### src/rtl/apb_bldc_commutator.sv
// APB-controlled six-step BLDC commutator: hall decode, edge-aligned PWM on the
// high side, sticky invalid-hall fault, and a sector-change counter.
module apb_bldc_commutator #(
  parameter int DATA_W     = 32,
  parameter int ADDR_W     = 8,
  parameter int PWM_W      = 10,
  parameter int PERIOD_RST = 1002
) (
  input  logic              pclk,
  input  logic              preset_n,
  input  logic              psel,
  input  logic              penable,
  input  logic              pwrite,
  input  logic [ADDR_W-1:0] paddr,
  input  logic [DATA_W-1:0] pwdata,
  output logic [DATA_W-1:0] prdata,
  output logic              pready,
  output logic              pslverr,
  input  logic [2:0]        hall_values,
  output logic [5:0]        phase_enable,
  output logic              fault_irq,
  output logic [1:0]        dbg_state
);

  // APB handshake: a transfer is accepted with psel=1/penable=0, then the
  // master holds psel, penable, paddr, pwrite and pwdata until pready=1;
  // pready is high for exactly one cycle and writes commit at its end.
  typedef enum logic [1:0] {IDLE = 2'd0, SETUP = 2'd1, ACCESS = 2'd2} apb_state_e;

  apb_state_e       state_q, state_d;
  logic [2:0]       ctrl_q, ctrl_d;
  logic [PWM_W-1:0] period_sh_q, period_sh_d, period_act_q, period_act_d;
  logic [PWM_W-1:0] duty_sh_q, duty_sh_d, duty_act_q, duty_act_d;
  logic [PWM_W-1:0] cnt_q, cnt_d;
  logic [31:0]      comm_q, comm_d;
  logic             fault_q, fault_d;
  logic [2:0]       hall_s1_q, hall_s2_q;
  logic [2:0]       prev_sector_q;
  logic [5:0]       pe_q, pe_d;

  logic       en, dir, brake, running, access, err, wr_ok, wrap, pwm_on;
  logic       sel_ctrl, sel_status, sel_period, sel_duty, sel_fclr, sel_comm, mapped;
  logic [2:0] sector, hi, lo;
  logic [DATA_W-1:0] rdata;

  assign en      = ctrl_q[0];
  assign dir     = ctrl_q[1];
  assign brake   = ctrl_q[2];
  assign running = en & ~fault_q & ~brake;
  assign access  = (state_q == ACCESS);

  always_comb begin
    state_d = state_q;
    case (state_q)
      IDLE:    if (psel && !penable) state_d = SETUP;
      SETUP:   state_d = ACCESS;
      ACCESS:  state_d = IDLE;
      default: state_d = IDLE;
    endcase
  end

  assign sel_ctrl   = (paddr == ADDR_W'('h00));
  assign sel_status = (paddr == ADDR_W'('h04));
  assign sel_period = (paddr == ADDR_W'('h08));
  assign sel_duty   = (paddr == ADDR_W'('h0C));
  assign sel_fclr   = (paddr == ADDR_W'('h10));
  assign sel_comm   = (paddr == ADDR_W'('h14));
  assign mapped     = sel_ctrl | sel_status | sel_period | sel_duty | sel_fclr | sel_comm;

  assign err   = ~mapped | (pwrite & (sel_status | sel_comm)) | (~pwrite & sel_fclr);
  assign wr_ok = access & pwrite & ~err;

  always_comb begin
    rdata = '0;
    if (sel_ctrl)   rdata = DATA_W'(ctrl_q);
    if (sel_status) rdata = DATA_W'({running, fault_q, sector, hall_s2_q});
    if (sel_period) rdata = DATA_W'(period_sh_q);
    if (sel_duty)   rdata = DATA_W'(duty_sh_q);
    if (sel_comm)   rdata = DATA_W'(comm_q);
  end

  assign pready    = access;
  assign pslverr   = access & err;
  assign prdata    = (access && !pwrite && !err) ? rdata : '0;
  assign fault_irq = fault_q;
  assign dbg_state = state_q;
  assign phase_enable = pe_q;

  always_comb begin
    case (hall_s2_q)
      3'b101:  sector = 3'd0;
      3'b100:  sector = 3'd1;
      3'b110:  sector = 3'd2;
      3'b010:  sector = 3'd3;
      3'b011:  sector = 3'd4;
      3'b001:  sector = 3'd5;
      default: sector = 3'd7;
    endcase
  end

  // Counter wraps after reaching PERIOD; PERIOD=0 keeps it pinned at zero.
  assign wrap   = (cnt_q >= period_act_q);
  assign cnt_d  = wrap ? '0 : cnt_q + 1'b1;
  assign pwm_on = (cnt_q < duty_act_q);

  always_comb begin
    ctrl_d       = ctrl_q;
    period_sh_d  = period_sh_q;
    duty_sh_d    = duty_sh_q;
    period_act_d = period_act_q;
    duty_act_d   = duty_act_q;
    if (wr_ok && sel_ctrl)   ctrl_d      = 3'(pwdata);
    if (wr_ok && sel_period) period_sh_d = PWM_W'(pwdata);
    if (wr_ok && sel_duty)   duty_sh_d   = PWM_W'(pwdata);
    if (wrap || !en) begin
      period_act_d = period_sh_q;
      duty_act_d   = duty_sh_q;
    end
  end

  // Set beats clear when both land in the same cycle.
  always_comb begin
    fault_d = fault_q;
    if (wr_ok && sel_fclr && pwdata[0]) fault_d = 1'b0;
    if (en && sector == 3'd7)          fault_d = 1'b1;
  end

  always_comb begin
    comm_d = comm_q;
    if (sector != 3'd7 && prev_sector_q != 3'd7 && sector != prev_sector_q)
      comm_d = comm_q + 32'd1;
  end

  // One-hot phase masks {A,B,C}; CCW drives the same pairs with roles swapped.
  always_comb begin
    hi = 3'b000;
    lo = 3'b000;
    case (sector)
      3'd0: begin hi = 3'b100; lo = 3'b010; end
      3'd1: begin hi = 3'b100; lo = 3'b001; end
      3'd2: begin hi = 3'b010; lo = 3'b001; end
      3'd3: begin hi = 3'b010; lo = 3'b100; end
      3'd4: begin hi = 3'b001; lo = 3'b100; end
      3'd5: begin hi = 3'b001; lo = 3'b010; end
      default: begin hi = 3'b000; lo = 3'b000; end
    endcase
    pe_d = dir ? {lo & {3{pwm_on}}, hi} : {hi & {3{pwm_on}}, lo};
    if (brake)            pe_d = 6'b000111;
    if (fault_q || !en)   pe_d = 6'b000000;
  end

  always_ff @(posedge pclk or negedge preset_n) begin
    if (!preset_n) begin
      state_q       <= IDLE;
      ctrl_q        <= '0;
      period_sh_q   <= PWM_W'(PERIOD_RST);
      period_act_q  <= PWM_W'(PERIOD_RST);
      duty_sh_q     <= '0;
      duty_act_q    <= '0;
      cnt_q         <= '0;
      comm_q        <= '0;
      fault_q       <= 1'b0;
      hall_s1_q     <= '0;
      hall_s2_q     <= '0;
      prev_sector_q <= 3'd7;
      pe_q          <= '0;
    end else begin
      state_q       <= state_d;
      ctrl_q        <= ctrl_d;
      period_sh_q   <= period_sh_d;
      period_act_q  <= period_act_d;
      duty_sh_q     <= duty_sh_d;
      duty_act_q    <= duty_act_d;
      cnt_q         <= cnt_d;
      comm_q        <= comm_d;
      fault_q       <= fault_d;
      hall_s1_q     <= hall_values;
      hall_s2_q     <= hall_s1_q;
      prev_sector_q <= sector;
      pe_q          <= pe_d;
    end
  end

endmodule

### config.mk
export PLATFORM = sky130hd
export DESIGN_NAME = apb_bldc_commutator
export DESIGN_NICKNAME = d
export VERILOG_FILES = /design/src/rtl/apb_bldc_commutator.sv
export SDC_FILE = /design/constraint.sdc
export NUM_CORES = 1
export LEC_CHECK = 0
export CAP_MARGIN = 20
export CELL_PAD_IN_SITES_DETAIL_PLACEMENT = 1
export CELL_PAD_IN_SITES_GLOBAL_PLACEMENT = 1
export CORE_MARGIN = 2
export CORE_UTILIZATION = 43
export CTS_BUF_LIST = sky130_fd_sc_hd__clkbuf_4
export DETAILED_ROUTE_END_ITERATION = 7
export HOLD_SLACK_MARGIN = 0.12
export PLACE_DENSITY = 0.82
export REMOVE_ABC_BUFFERS = 1
export SLEW_MARGIN = 10
export SYNTH_ARGS = -nofsm -noshare
export SYNTH_HDL_FRONTEND = slang
export SYNTH_SLANG_ARGS = --single-unit
### constraint.sdc
create_clock -name pclk -period 3.77 [get_ports pclk]
set_input_delay 0.754 -clock pclk [delete_from_list [all_inputs] [get_ports pclk]]
set_output_delay 0.754 -clock pclk [all_outputs]
set_load 0.005 [all_outputs]
# Word-level counts from Yosys, hierarchy flattened
# Index checks and enable logic that the tools add are counted.
dict set report op_classes {
  addsub 2
  n_lt_le_gt_ge 2
  n_eq_ne 23
  muxes 17
  n_bitwise 22
  reduce_logical 27
}
# op count
set op_table {}
lappend op_table {{$mux 32} 5}
lappend op_table {{$add 32x1->32 const B} 1}
lappend op_table {{$eq 3x3->1 const B} 6}
lappend op_table {{$mux 6} 3}
lappend op_table {{$pmux 3 s3} 2}
lappend op_table {{$pmux 3 s6} 1}
lappend op_table {{$eq 8x4->1 const B} 2}
lappend op_table {{$eq 8x5->1 const B} 2}
lappend op_table {{$eq 3x2->1 const B} 4}
lappend op_table {{$reduce_or 2->1} 6}
lappend op_table {{$logic_and 1x1->1} 11}
lappend op_table {{$add 10x1->10 const B} 1}
lappend op_table {{$ge 10x10->1} 1}
lappend op_table {{$lt 10x10->1} 1}
lappend op_table {{$mux 10} 1}
lappend op_table {{$eq 8x3->1 const B} 1}
lappend op_table {{$logic_not 8->1} 1}
lappend op_table {{$or 1x1->1} 8}
lappend op_table {{$and 1x1->1} 7}
lappend op_table {{$and 3x3->3} 2}
lappend op_table {{$eq 3x1->1 const B} 2}
lappend op_table {{$ne 3x3->1 const B} 2}
lappend op_table {{$not 1->1} 5}
lappend op_table {{$logic_not 1->1} 4}
lappend op_table {{12 further kinds} 14}
dict set report totals {
  reg_bits 103
  input_bits 48
  output_inout_bits 43
  wordCells 106
}

# Depth between registers and ports, before layout
# Gate-level depths: netlist of the first run.
dict set report logic_depth {
  ltp_word 15
  ltp_mapped 8
  ltp_nobuf 7
}

# Least setup slack after synthesis of the first run
# OpenSTA, ideal clock, no wires.
dict set report synth_path {
  kind {input -> output}
  start {in paddr[1]}
  end {out prdata[5]}
  arrival_time_ps 2650
  required_ps 3016
  slack_ps 366
  stages 5
  n_path_buf 1
  cell_sequence {or4_4 > or3b_4 > or3_1 > buf_2 > a2111oi_0}
}
dict set report synth_via {
  elab_chain_len 12
  word_cells_on_any_way 24
  cone_classes {5 x eq/ne; 5 x mux; 11 x bitwise; 3 x reduce/logical}
}
# element line_no
set synth_rtl {}
lappend synth_rtl {{start: declaration} 14} ;# input logic [ADDR_W-1:0] paddr,
lappend synth_rtl {{$eq 8x3->1 / $logic_not 8->1 (equally long branches)} {63, 62}}
lappend synth_rtl {{$or 1x1->1 (5 in a row)} 68} ;# assign mapped = sel_ctrl | sel_status | sel_period | sel_duty | sel_fclr | sel_comm;
lappend synth_rtl {{$not 1->1} 70} ;# assign err = ~mapped | (pwrite & (sel_status | sel_comm)) | (~pwrite & sel_fclr);
lappend synth_rtl {{$or 1x1->1 (2 in a row)} 70}
lappend synth_rtl {{$logic_not 1->1} 84} ;# assign prdata = (access && !pwrite && !err) ? rdata : '0;
lappend synth_rtl {{$logic_and 1x1->1} 84}
lappend synth_rtl {{$mux 32 (*)} 84}
lappend synth_rtl {{end: declaration} 16} ;# output logic [DATA_W-1:0] prdata,
# Every way passes the cells marked *; elsewhere a longest branch is shown, timed or not.

# Final worst setup path of the first run
dict set report layout_path {
  start {in paddr[7]}
  end {out prdata[19]}
}
# Same word-level chain as after synthesis.

==> impl_metrics.xml, run 1 <==
<?xml version="1.0" encoding="UTF-8"?>
<metrics>
  <group name="die">
    <metric name="top_level_ports" unit="">91</metric>
    <metric name="floorplan.rows" unit="">41</metric>
    <metric name="initial_core_utilization" unit="">0.4386</metric>
    <metric name="die_width" unit="µm">117.0</metric>
    <metric name="die-area" unit="µm²">13690</metric>
    <metric name="chipHeight" unit="µm">117.0</metric>
    <metric name="placeable_core_region" unit="µm²">12520</metric>
  </group>
  <group name="cells_and_area">
    <metric name="num_antenna_cells" unit="">0</metric>
    <metric name="finish.utilization" unit="">0.5341</metric>
    <metric name="area.sequential" unit="µm²">2599</metric>
    <metric name="num-nets-final" unit="">691</metric>
    <metric name="final.fill_count" unit="">1448</metric>
    <metric name="flow.area_growth_from_synthesis" unit="%">21.76</metric>
    <metric name="post_route_cells_drive_above_1_share" unit="">0.2600</metric>
    <metric name="multi_input_area" unit="µm²">2786</metric>
  </group>
  <group name="timing">
    <metric name="timing_hold_violations_final" unit="">0</metric>
    <metric name="tightestPinTransition" unit="ns">0.8388</metric>
    <metric name="timing.setup.tns" unit="ns">0</metric>
    <metric name="report.final.slew_viol_count" unit="">0</metric>
    <metric name="postLayoutSetupSlackWorst" unit="ns">0.04601</metric>
    <metric name="final_min_period_over_clock_period" unit="">0.9878</metric>
    <metric name="slew_headroom" unit="">0.4408</metric>
    <metric name="fin_worst_skew" unit="ns">0.02366</metric>
    <metric name="post-route-min-period" unit="ns">3.724</metric>
    <metric name="setup_viol" unit="">0</metric>
    <metric name="rsz_0062_raised_after_global_routing" unit="">true</metric>
    <metric name="max_clock_freq" unit="MHz">268.5</metric>
  </group>
  <group name="detailed_routing">
    <metric name="route.final.wire_length" unit="µm">15150</metric>
    <metric name="drt_first_pass_iters" unit="">4</metric>
    <metric name="drc" unit="">0</metric>
    <metric name="detail-route-antenna-nets" unit="">0</metric>
    <metric name="detailedRoute.firstIterationViolations" unit="">203</metric>
    <metric name="via_count" unit="">4432</metric>
    <metric name="detail_route.vias_per_cell" unit="">5.547</metric>
    <metric name="routed_wire_length_per_instance" unit="µm">18.96</metric>
  </group>
  <group name="setup_path">
    <metric name="crit_arrival" unit="ns">2.97</metric>
    <metric name="worstSetupEndpointType" unit="">primary output</metric>
    <metric name="highest_cell_delay_on_the_worst_timing_path" unit="ns">0.48</metric>
    <metric name="critical_path.max_fanout" unit="">6</metric>
    <metric name="regToRegSetupSlack" unit="ns">1.06</metric>
    <metric name="worst_path_max_delay_cell" unit="">sky130_fd_sc_hd__or4_4</metric>
    <metric name="crit-reg2reg-capture" unit="">duty_act_q[8]$_DFFE_PN0P_</metric>
    <metric name="crit_type" unit="">input pin to primary output</metric>
    <metric name="critPathRequiredTime" unit="ns">3.02</metric>
    <metric name="timing.critical_path.mode_cell" unit="">sky130_fd_sc_hd__buf_6</metric>
    <metric name="crit_path_start_kind" unit="">input pin</metric>
    <metric name="rr_worst_depth" unit="">7</metric>
    <metric name="crit_path_cell_trace" unit="">clkdlybuf4s50_1, or4_4, or3b_4, buf_6, nor3_4, buf_6, buf_4, buf_6, and2_4, clkdlybuf4s15_2</metric>
    <metric name="worst_r2r_startpoint" unit="">cnt_q[0]$_DFF_PN0_</metric>
  </group>
  <group name="outcome">
    <metric name="status" unit="">finished clean</metric>
  </group>
  <group name="clock_network">
    <metric name="cts_tree" unit="">done</metric>
    <metric name="htreeDepth" unit="">3</metric>
    <metric name="hold_buffers" unit="">0</metric>
    <metric name="deepest_clock_path_buffer_count" unit="">2</metric>
    <metric name="cts-buffers-inserted" unit="">9</metric>
    <metric name="clk_pin_slew_worst_paths" unit="ns">0.14</metric>
    <metric name="clock-sinks" unit="">103</metric>
    <metric name="worstSkewPairLatency" unit="ns">0.48</metric>
    <metric name="cts_root_buf" unit="">sky130_fd_sc_hd__clkbuf_4</metric>
  </group>
  <group name="synthesis">
    <metric name="netlist-cell-type-count" unit="">57</metric>
    <metric name="synthesis.yosys.warnings" unit="">0</metric>
    <metric name="ys.flop_type" unit="">sky130_fd_sc_hd__dfrtp_1</metric>
    <metric name="synthCells" unit="">527</metric>
    <metric name="synth_enable_flop_cells" unit="">0</metric>
    <metric name="portion_of_the_post_synthesis_area_used_by_sequential_elements" unit="">0.4733</metric>
    <metric name="ys_async_sr_fraction" unit="">1.000</metric>
    <metric name="synthesized_flop_and_latch_total" unit="">103</metric>
    <metric name="netlist_area" unit="µm²">5490</metric>
    <metric name="avgSynthCellArea" unit="µm²">10.42</metric>
  </group>
  <group name="pwr">
    <metric name="power_leakage" unit="µW">0.003133</metric>
    <metric name="power.ir.vdd_worst" unit="V">0.0002160</metric>
    <metric name="p_per_area" unit="nW/µm²">309.8</metric>
  </group>
  <group name="worst_hold_path">
    <metric name="holdCritPathClass" unit="">input pin to async pin</metric>
  </group>
  <group name="placement">
    <metric name="final_weighted_congestion_in_routability_driven_placement" unit="">0.9029</metric>
    <metric name="place_ws" unit="ns">-0.5481</metric>
    <metric name="place_hpwl" unit="µm">10720</metric>
    <metric name="buffer_ports.inserted" unit="">68</metric>
  </group>
  <group name="global_route">
    <metric name="via_count_of_the_first_global_routing_pass" unit="">4691</metric>
    <metric name="groute.usage.overall" unit="">0.2355</metric>
    <metric name="pin_count_of_the_biggest_net_entering_global_routing" unit="">57</metric>
    <metric name="grt_first_pass_wirelength" unit="µm">24650</metric>
    <metric name="grt_antenna_before_repair" unit="">0</metric>
    <metric name="aggregate_global_routing_overflow" unit="">0</metric>
  </group>
  <group name="flow_run">
    <metric name="max_cap_violations" unit="">0</metric>
  </group>
</metrics>
## registers in the layout, summed over array words and instances, names as in the netlist
signal / count
comm_q: 32
cnt_q: 10
duty_act_q: 10
duty_sh_q: 10
period_act_q: 10
period_sh_q: 10
phase_enable: 6
ctrl_q: 3
hall_s1_q: 3
hall_s2_q: 3
prev_sector_q: 3
dbg_state: 2
fault_irq: 1
## worst max-delay path by stage
stage                       endpoint      from  slack, ns  cells after the start
final                     prdata[19]  paddr[7]       0.05                     10
after global routing      prdata[19]  paddr[7]      -0.07                     10
after CTS                 prdata[25]  paddr[7]      0.001                     10
after detailed placement   prdata[5]  paddr[0]      -0.55                      7
after global placement     prdata[5]  paddr[1]      -0.54                      7
after floorplan           prdata[10]  paddr[1]       0.30                      4
## cells in the mapped netlist (2+ instances only)
library cell	instances	share of area
sky130_fd_sc_hd__nand3_1	18	0.016
sky130_fd_sc_hd__a21oi_1	18	0.016
sky130_fd_sc_hd__ha_1	21	0.048
sky130_fd_sc_hd__nor4_1	14	0.016
sky130_fd_sc_hd__nor4b_1	4	0.0064
sky130_fd_sc_hd__mux2_2	47	0.096
sky130_fd_sc_hd__o211a_1	3	0.0055
sky130_fd_sc_hd__o221ai_1	3	0.0048
sky130_fd_sc_hd__and4_1	2	0.0032
sky130_fd_sc_hd__and2_1	23	0.026
sky130_fd_sc_hd__dfrtp_1	86	0.39
sky130_fd_sc_hd__nand2b_1	4	0.0046
sky130_fd_sc_hd__buf_1	3	0.0021
sky130_fd_sc_hd__and3_1	6	0.0068
sky130_fd_sc_hd__nand4b_1	2	0.0032
sky130_fd_sc_hd__xor2_1	36	0.057
sky130_fd_sc_hd__dfstp_2	17	0.081
sky130_fd_sc_hd__clkbuf_1	17	0.012
sky130_fd_sc_hd__a211oi_1	3	0.0041
sky130_fd_sc_hd__nor4bb_1	2	0.0036
sky130_fd_sc_hd__o21a_1	2	0.0027
sky130_fd_sc_hd__nor2b_1	5	0.0057
sky130_fd_sc_hd__a31oi_1	2	0.0023
sky130_fd_sc_hd__nand4_1	16	0.018
sky130_fd_sc_hd__nor3b_1	2	0.0027
sky130_fd_sc_hd__o22ai_1	3	0.0034
sky130_fd_sc_hd__xnor2_1	4	0.0064
sky130_fd_sc_hd__nand2_1	25	0.017
sky130_fd_sc_hd__nor3_1	23	0.021
sky130_fd_sc_hd__o31ai_1	2	0.0027
sky130_fd_sc_hd__mux2i_1	8	0.015
sky130_fd_sc_hd__o21ai_0	12	0.011
sky130_fd_sc_hd__nor2_1	43	0.029
sky130_fd_sc_hd__a32oi_1	2	0.0032
sky130_fd_sc_hd__inv_1	27	0.018
## per-stage QoR
stage | total power (µW) | instance area [µm²] | std cells | hold slack [ns]
floorplan | 1352 | 5410 | 506 | 0.3312
global placement | 1479 | 6534 | 776 | 0.3417
detailed placement | 1500 | 6534 | 776 | 0.3395
CTS | 2086 | 6750 | 799 | 0.3124
global route | 2159 | 6685 | 799 | 0.3459
finish | 2071 | 6685 | 799 | 0.3143
## repair_timing
| item | 4_1_cts | 5_1_grt |
|---|---|---|
| gates resized for setup | 101 | 22 |
| endpoints found under the setup margin | 32 | 28 |
| pin swaps | 4 | 2 |
| buffers inserted | 5 | 0 |
| cloned | 3 | 0 |
## cells in the final DEF, fill, tap and decap left out, drive strengths merged, types with 5 or more instances in the layout
cell | netlist | routed
nor3 | 25 | 25
clkbuf | 17 | 25
dfstp | 17 | 17
nand2 | 25 | 25
nor4 | 14 | 14
buf | 4 | 49
a21oi | 18 | 18
nand3 | 18 | 18
ha | 21 | 21
nor2b | 5 | 5
dlygate4sd2 | 0 | 8
nand4 | 16 | 16
o21ai | 13 | 13
nor2 | 43 | 43
inv | 27 | 27
xor2 | 36 | 36
mux2 | 47 | 47
dfrtp | 86 | 86
clkdlybuf4s50 | 0 | 33
and3 | 6 | 6
mux2i | 8 | 8
and2 | 24 | 24
## worst max-delay path: cells and delay by family
kind / cells / cell delay [ns]
AND/OR/NAND/NOR: 4 / 1.14
buffers and inverters: 6 / 1.07
## power by group
| group | switching [µW] | total [µW] | leakage, µW | internal, µW |
|---|---|---|---|---|
| logic | 153 | 261 | 0.00172 | 108 |
| registers | 72.3 | 1230 | 0.00134 | 1160 |
| clock network | 368 | 580 | 0.0000719 | 212 |
| total | 593 | 2070 | 0.00313 | 1480 |
## per-layer routing
layer | vias to the layer above | GRT usage | routed length, µm
met1 | 2242 | 0.3271 | 6932
li1 | 2061 | - | -
met4 | 0 | 0.07451 | 257
met2 | 107 | 0.3742 | 7243
met3 | 22 | 0.04634 | 713
met5 | - | 0 | 0
## cell type report
cell class / instances / share of cell area
Clock buffer: 11 / 0.01235
Clock inverter: 5 / 0.007486
Inverter: 28 / 0.01572
Multi-Input combinational cell: 375 / 0.4168
Sequential cell: 103 / 0.3887
Tap cell: 172 / 0.03219
Timing Repair Buffer: 105 / 0.1267
## cell families after synthesis
logic type / count (synthesis) / share of synthesized area
xor gates and xnor gates: 40 / 0.06381
AOI/OAI and AO/OA: 60 / 0.07179
and+or+nand+nor: 199 / 0.1985
muxes: 55 / 0.1110
adders and majority gates: 21 / 0.04786
buffers and inverters: 49 / 0.03373
DFF: 103 / 0.4733
Power figures use the tool's default switching activity.
==> inputs of run 2 (changes only) <==
--- a/config.mk
+++ b/config.mk
@@ -9,11 +9,11 @@
 export CELL_PAD_IN_SITES_DETAIL_PLACEMENT = 1
 export CELL_PAD_IN_SITES_GLOBAL_PLACEMENT = 1
 export CORE_MARGIN = 2
-export CORE_UTILIZATION = 43
+export CORE_UTILIZATION = 39
 export CTS_BUF_LIST = sky130_fd_sc_hd__clkbuf_4
 export DETAILED_ROUTE_END_ITERATION = 7
 export HOLD_SLACK_MARGIN = 0.12
-export PLACE_DENSITY = 0.82
+export PLACE_DENSITY = 0.79
 export REMOVE_ABC_BUFFERS = 1
 export SLEW_MARGIN = 10
 export SYNTH_ARGS = -nofsm -noshare
==> constraint.sdc (replaced) <==
create_clock -name pclk -period 3.4 [get_ports pclk]
set_input_delay 0.68 -clock pclk [delete_from_list [all_inputs] [get_ports pclk]]
set_output_delay 0.68 -clock pclk [all_outputs]
set_load 0.005 [all_outputs]
==> impl_metrics.xml, run 2 (synthesized netlist as in run 1, its figures left out) <==
<?xml version="1.0" encoding="UTF-8"?>
<metrics>
  <group name="setup_path">
    <metric name="timing.critical_path.mode_cell" unit="">sky130_fd_sc_hd__buf_2</metric>
    <metric name="worstSetupEndpointType" unit="">primary output</metric>
    <metric name="critPathRequiredTime" unit="ns">2.72</metric>
    <metric name="cp-startpoint" unit="">paddr[6]</metric>
    <metric name="regToRegSetupSlack" unit="ns">0.75</metric>
    <metric name="highest_cell_delay_on_the_worst_timing_path" unit="ns">0.53</metric>
    <metric name="crit_arrival" unit="ns">2.68</metric>
    <metric name="crit_path_cell_trace" unit="">buf_2, or4_4, or3b_4, buf_6, or3_4, buf_16, nor2_1, buf_2</metric>
    <metric name="crit_path_start_kind" unit="">input pin</metric>
    <metric name="worst_r2r_startpoint" unit="">period_act_q[7]$_DFFE_PN1P_</metric>
    <metric name="crit_type" unit="">input pin to primary output</metric>
    <metric name="crit-reg2reg-capture" unit="">duty_act_q[8]$_DFFE_PN0P_</metric>
    <metric name="worst_path_max_delay_cell" unit="">sky130_fd_sc_hd__or4_4</metric>
    <metric name="rr_worst_depth" unit="">7</metric>
    <metric name="critical_path.max_fanout" unit="">4</metric>
  </group>
  <group name="timing">
    <metric name="fin_worst_hold_slack" unit="ns">0.2829</metric>
    <metric name="post-route-min-period" unit="ns">3.363</metric>
    <metric name="max_clock_freq" unit="MHz">297.4</metric>
    <metric name="final_min_period_over_clock_period" unit="">0.9891</metric>
    <metric name="rsz_0062_raised_after_global_routing" unit="">false</metric>
    <metric name="slew_headroom" unit="">0.3510</metric>
    <metric name="setup_viol" unit="">0</metric>
    <metric name="timing.setup.tns" unit="ns">0</metric>
    <metric name="tightestPinTransition" unit="ns">0.9734</metric>
    <metric name="report.final.slew_viol_count" unit="">0</metric>
    <metric name="timing_hold_violations_final" unit="">0</metric>
    <metric name="fin_worst_skew" unit="ns">0.01665</metric>
  </group>
  <group name="clock_network">
    <metric name="worstSkewPairLatency" unit="ns">0.48</metric>
    <metric name="cts_root_buf" unit="">sky130_fd_sc_hd__clkbuf_4</metric>
    <metric name="cts-buffers-inserted" unit="">9</metric>
    <metric name="hold_buffers" unit="">0</metric>
    <metric name="clk_pin_slew_worst_paths" unit="ns">0.15</metric>
    <metric name="htreeDepth" unit="">3</metric>
    <metric name="clock-sinks" unit="">103</metric>
    <metric name="cts_tree" unit="">done</metric>
    <metric name="deepest_clock_path_buffer_count" unit="">2</metric>
  </group>
  <group name="placement">
    <metric name="detailed_place.area" unit="µm²">6569</metric>
    <metric name="final_weighted_congestion_in_routability_driven_placement" unit="">0.8058</metric>
    <metric name="place_hpwl" unit="µm">11330</metric>
    <metric name="buffer_ports.inserted" unit="">68</metric>
    <metric name="place.detailed.instances" unit="">785</metric>
  </group>
  <group name="pwr">
    <metric name="power.share.switching" unit="">0.2832</metric>
    <metric name="power.ir.vdd_worst" unit="V">0.0001904</metric>
    <metric name="switching_power" unit="µW">648.6</metric>
    <metric name="combinationalPowerShare" unit="">0.128</metric>
    <metric name="p_per_area" unit="nW/µm²">335.3</metric>
    <metric name="internal-power" unit="µW">1641</metric>
    <metric name="sequentialPowerShare" unit="">0.592</metric>
    <metric name="power_leakage" unit="µW">0.003181</metric>
    <metric name="clock_power_share" unit="">0.280</metric>
  </group>
  <group name="cells_and_area">
    <metric name="post_route_cells_drive_above_1_share" unit="">0.2659</metric>
    <metric name="stdcell_count" unit="">809</metric>
    <metric name="final.fill_count" unit="">1518</metric>
    <metric name="most_frequent_cells_in_the_layout" unit="">86 x sky130_fd_sc_hd__dfrtp_1, 47 x sky130_fd_sc_hd__mux2_2, 40 x sky130_fd_sc_hd__nor2_1, 36 x sky130_fd_sc_hd__xor2_1, 30 x sky130_fd_sc_hd__clkdlybuf4s50_1</metric>
    <metric name="largest-register" unit="">comm_q</metric>
    <metric name="number_of_flip_flops_in_the_largest_register" unit="">32</metric>
    <metric name="final_std_cell_area_no_fill" unit="µm²">6830</metric>
    <metric name="flow.area_growth_from_synthesis" unit="%">24.41</metric>
    <metric name="num-nets-final" unit="">692</metric>
    <metric name="layout_commonest_cell" unit="">sky130_fd_sc_hd__dfrtp_1</metric>
  </group>
  <group name="detailed_routing">
    <metric name="detailedRoute.firstIterationViolations" unit="">178</metric>
    <metric name="detail_route.vias_per_cell" unit="">5.483</metric>
    <metric name="route.final.wire_length" unit="µm">15760</metric>
    <metric name="via_count" unit="">4436</metric>
    <metric name="drt_first_pass_iters" unit="">4</metric>
    <metric name="drc" unit="">0</metric>
    <metric name="detail-route-antenna-nets" unit="">0</metric>
    <metric name="routed_wire_length_per_instance" unit="µm">19.48</metric>
  </group>
  <group name="global_route">
    <metric name="pin_count_of_the_biggest_net_entering_global_routing" unit="">77</metric>
    <metric name="via_count_of_the_first_global_routing_pass" unit="">4809</metric>
    <metric name="aggregate_global_routing_overflow" unit="">0</metric>
    <metric name="grt_first_pass_wirelength" unit="µm">25560</metric>
    <metric name="groute.usage.overall" unit="">0.2238</metric>
    <metric name="grt_antenna_before_repair" unit="">1</metric>
  </group>
  <group name="die">
    <metric name="die-area" unit="µm²">15040</metric>
    <metric name="chipHeight" unit="µm">122.7</metric>
    <metric name="die_width" unit="µm">122.7</metric>
    <metric name="top_level_ports" unit="">91</metric>
    <metric name="placeable_core_region" unit="µm²">13830</metric>
    <metric name="initial_core_utilization" unit="">0.3971</metric>
    <metric name="floorplan.rows" unit="">43</metric>
  </group>
  <group name="worst_hold_path">
    <metric name="holdCritPathClass" unit="">input pin to async pin</metric>
  </group>
  <group name="flow_run">
    <metric name="max_cap_violations" unit="">0</metric>
  </group>
  <group name="outcome">
    <metric name="status" unit="">finished clean</metric>
  </group>
</metrics>
## run 2: cell types whose count changed in the layout (fill, tap and decap cells not counted), moves of 6 or more
cell	delta
sky130_fd_sc_hd__clkbuf_2	-13
sky130_fd_sc_hd__clkdlybuf4s15_1	+6
sky130_fd_sc_hd__dlygate4sd2_1	-7
sky130_fd_sc_hd__buf_2	+15
## run 2: power groups by stage
stage,registers (µW),logic (µW),clock network [µW]
6_report,1360,293,641
5_1_grt,1370,326,706
4_1_cts,1360,293,661
3_5_place_dp,1380,288,0
3_3_place_gp,1370,274,0
2_1_floorplan,1360,142,0
## run 2: metrics by stage
stage	utilization	setup slack, ns	total power [µW]
detailed placement	0.4751	-0.7670	1666
floorplan	-	0.07830	1499
global placement	0.4751	-0.6531	1645
CTS	0.4934	0.02008	2310
finish	0.4940	0.03699	2290
global route	0.4940	0.005724	2400
## run 2: repair_timing
item	4_1_cts	5_1_grt
pin swaps	7	1
gates resized for setup	142	7
cloned	4	0
setup buffers	3	0
setup endpoints to repair	32	25
hold endpoints to repair	0	0
## run 2: critical path: cells and delay by family
kind                   cells  cell delay (ns)
buffers and inverters      4             0.52
and+or+nand+nor            4             1.48
## run 2: cell type report
cell class | instances | area (µm²) | area share
Clock inverter | 5 | 48.80 | 0.007144
Sequential cell | 103 | 2599 | 0.3805
Tap cell | 180 | 225.2 | 0.03297
Clock buffer | 11 | 82.58 | 0.01209
Inverter | 28 | 105.1 | 0.01539
Multi-Input combinational cell | 375 | 2791 | 0.4087
Antenna cell | 1 | 2.502 | 0.0003664
Timing Repair Buffer | 106 | 975.9 | 0.1429
## run 2: how the worst max path moves through the flow
| stage | end |
|---|---|
| 2_1_floorplan | prdata[10] |
| 3_3_place_gp | prdata[5] |
| 3_5_place_dp | prdata[5] |
| 4_1_cts | prdata[4] |
| 5_1_grt | prdata[11] |
| 6_report | prdata[8] |
## run 2: metal layers
metal,wire length (µm),global-route usage,up-vias
met4,605,0.1027,0
met3,432,0.03810,40
li1,-,-,2065
met2,8111,0.3899,78
met1,6614,0.2696,2253
met5,0,0,-
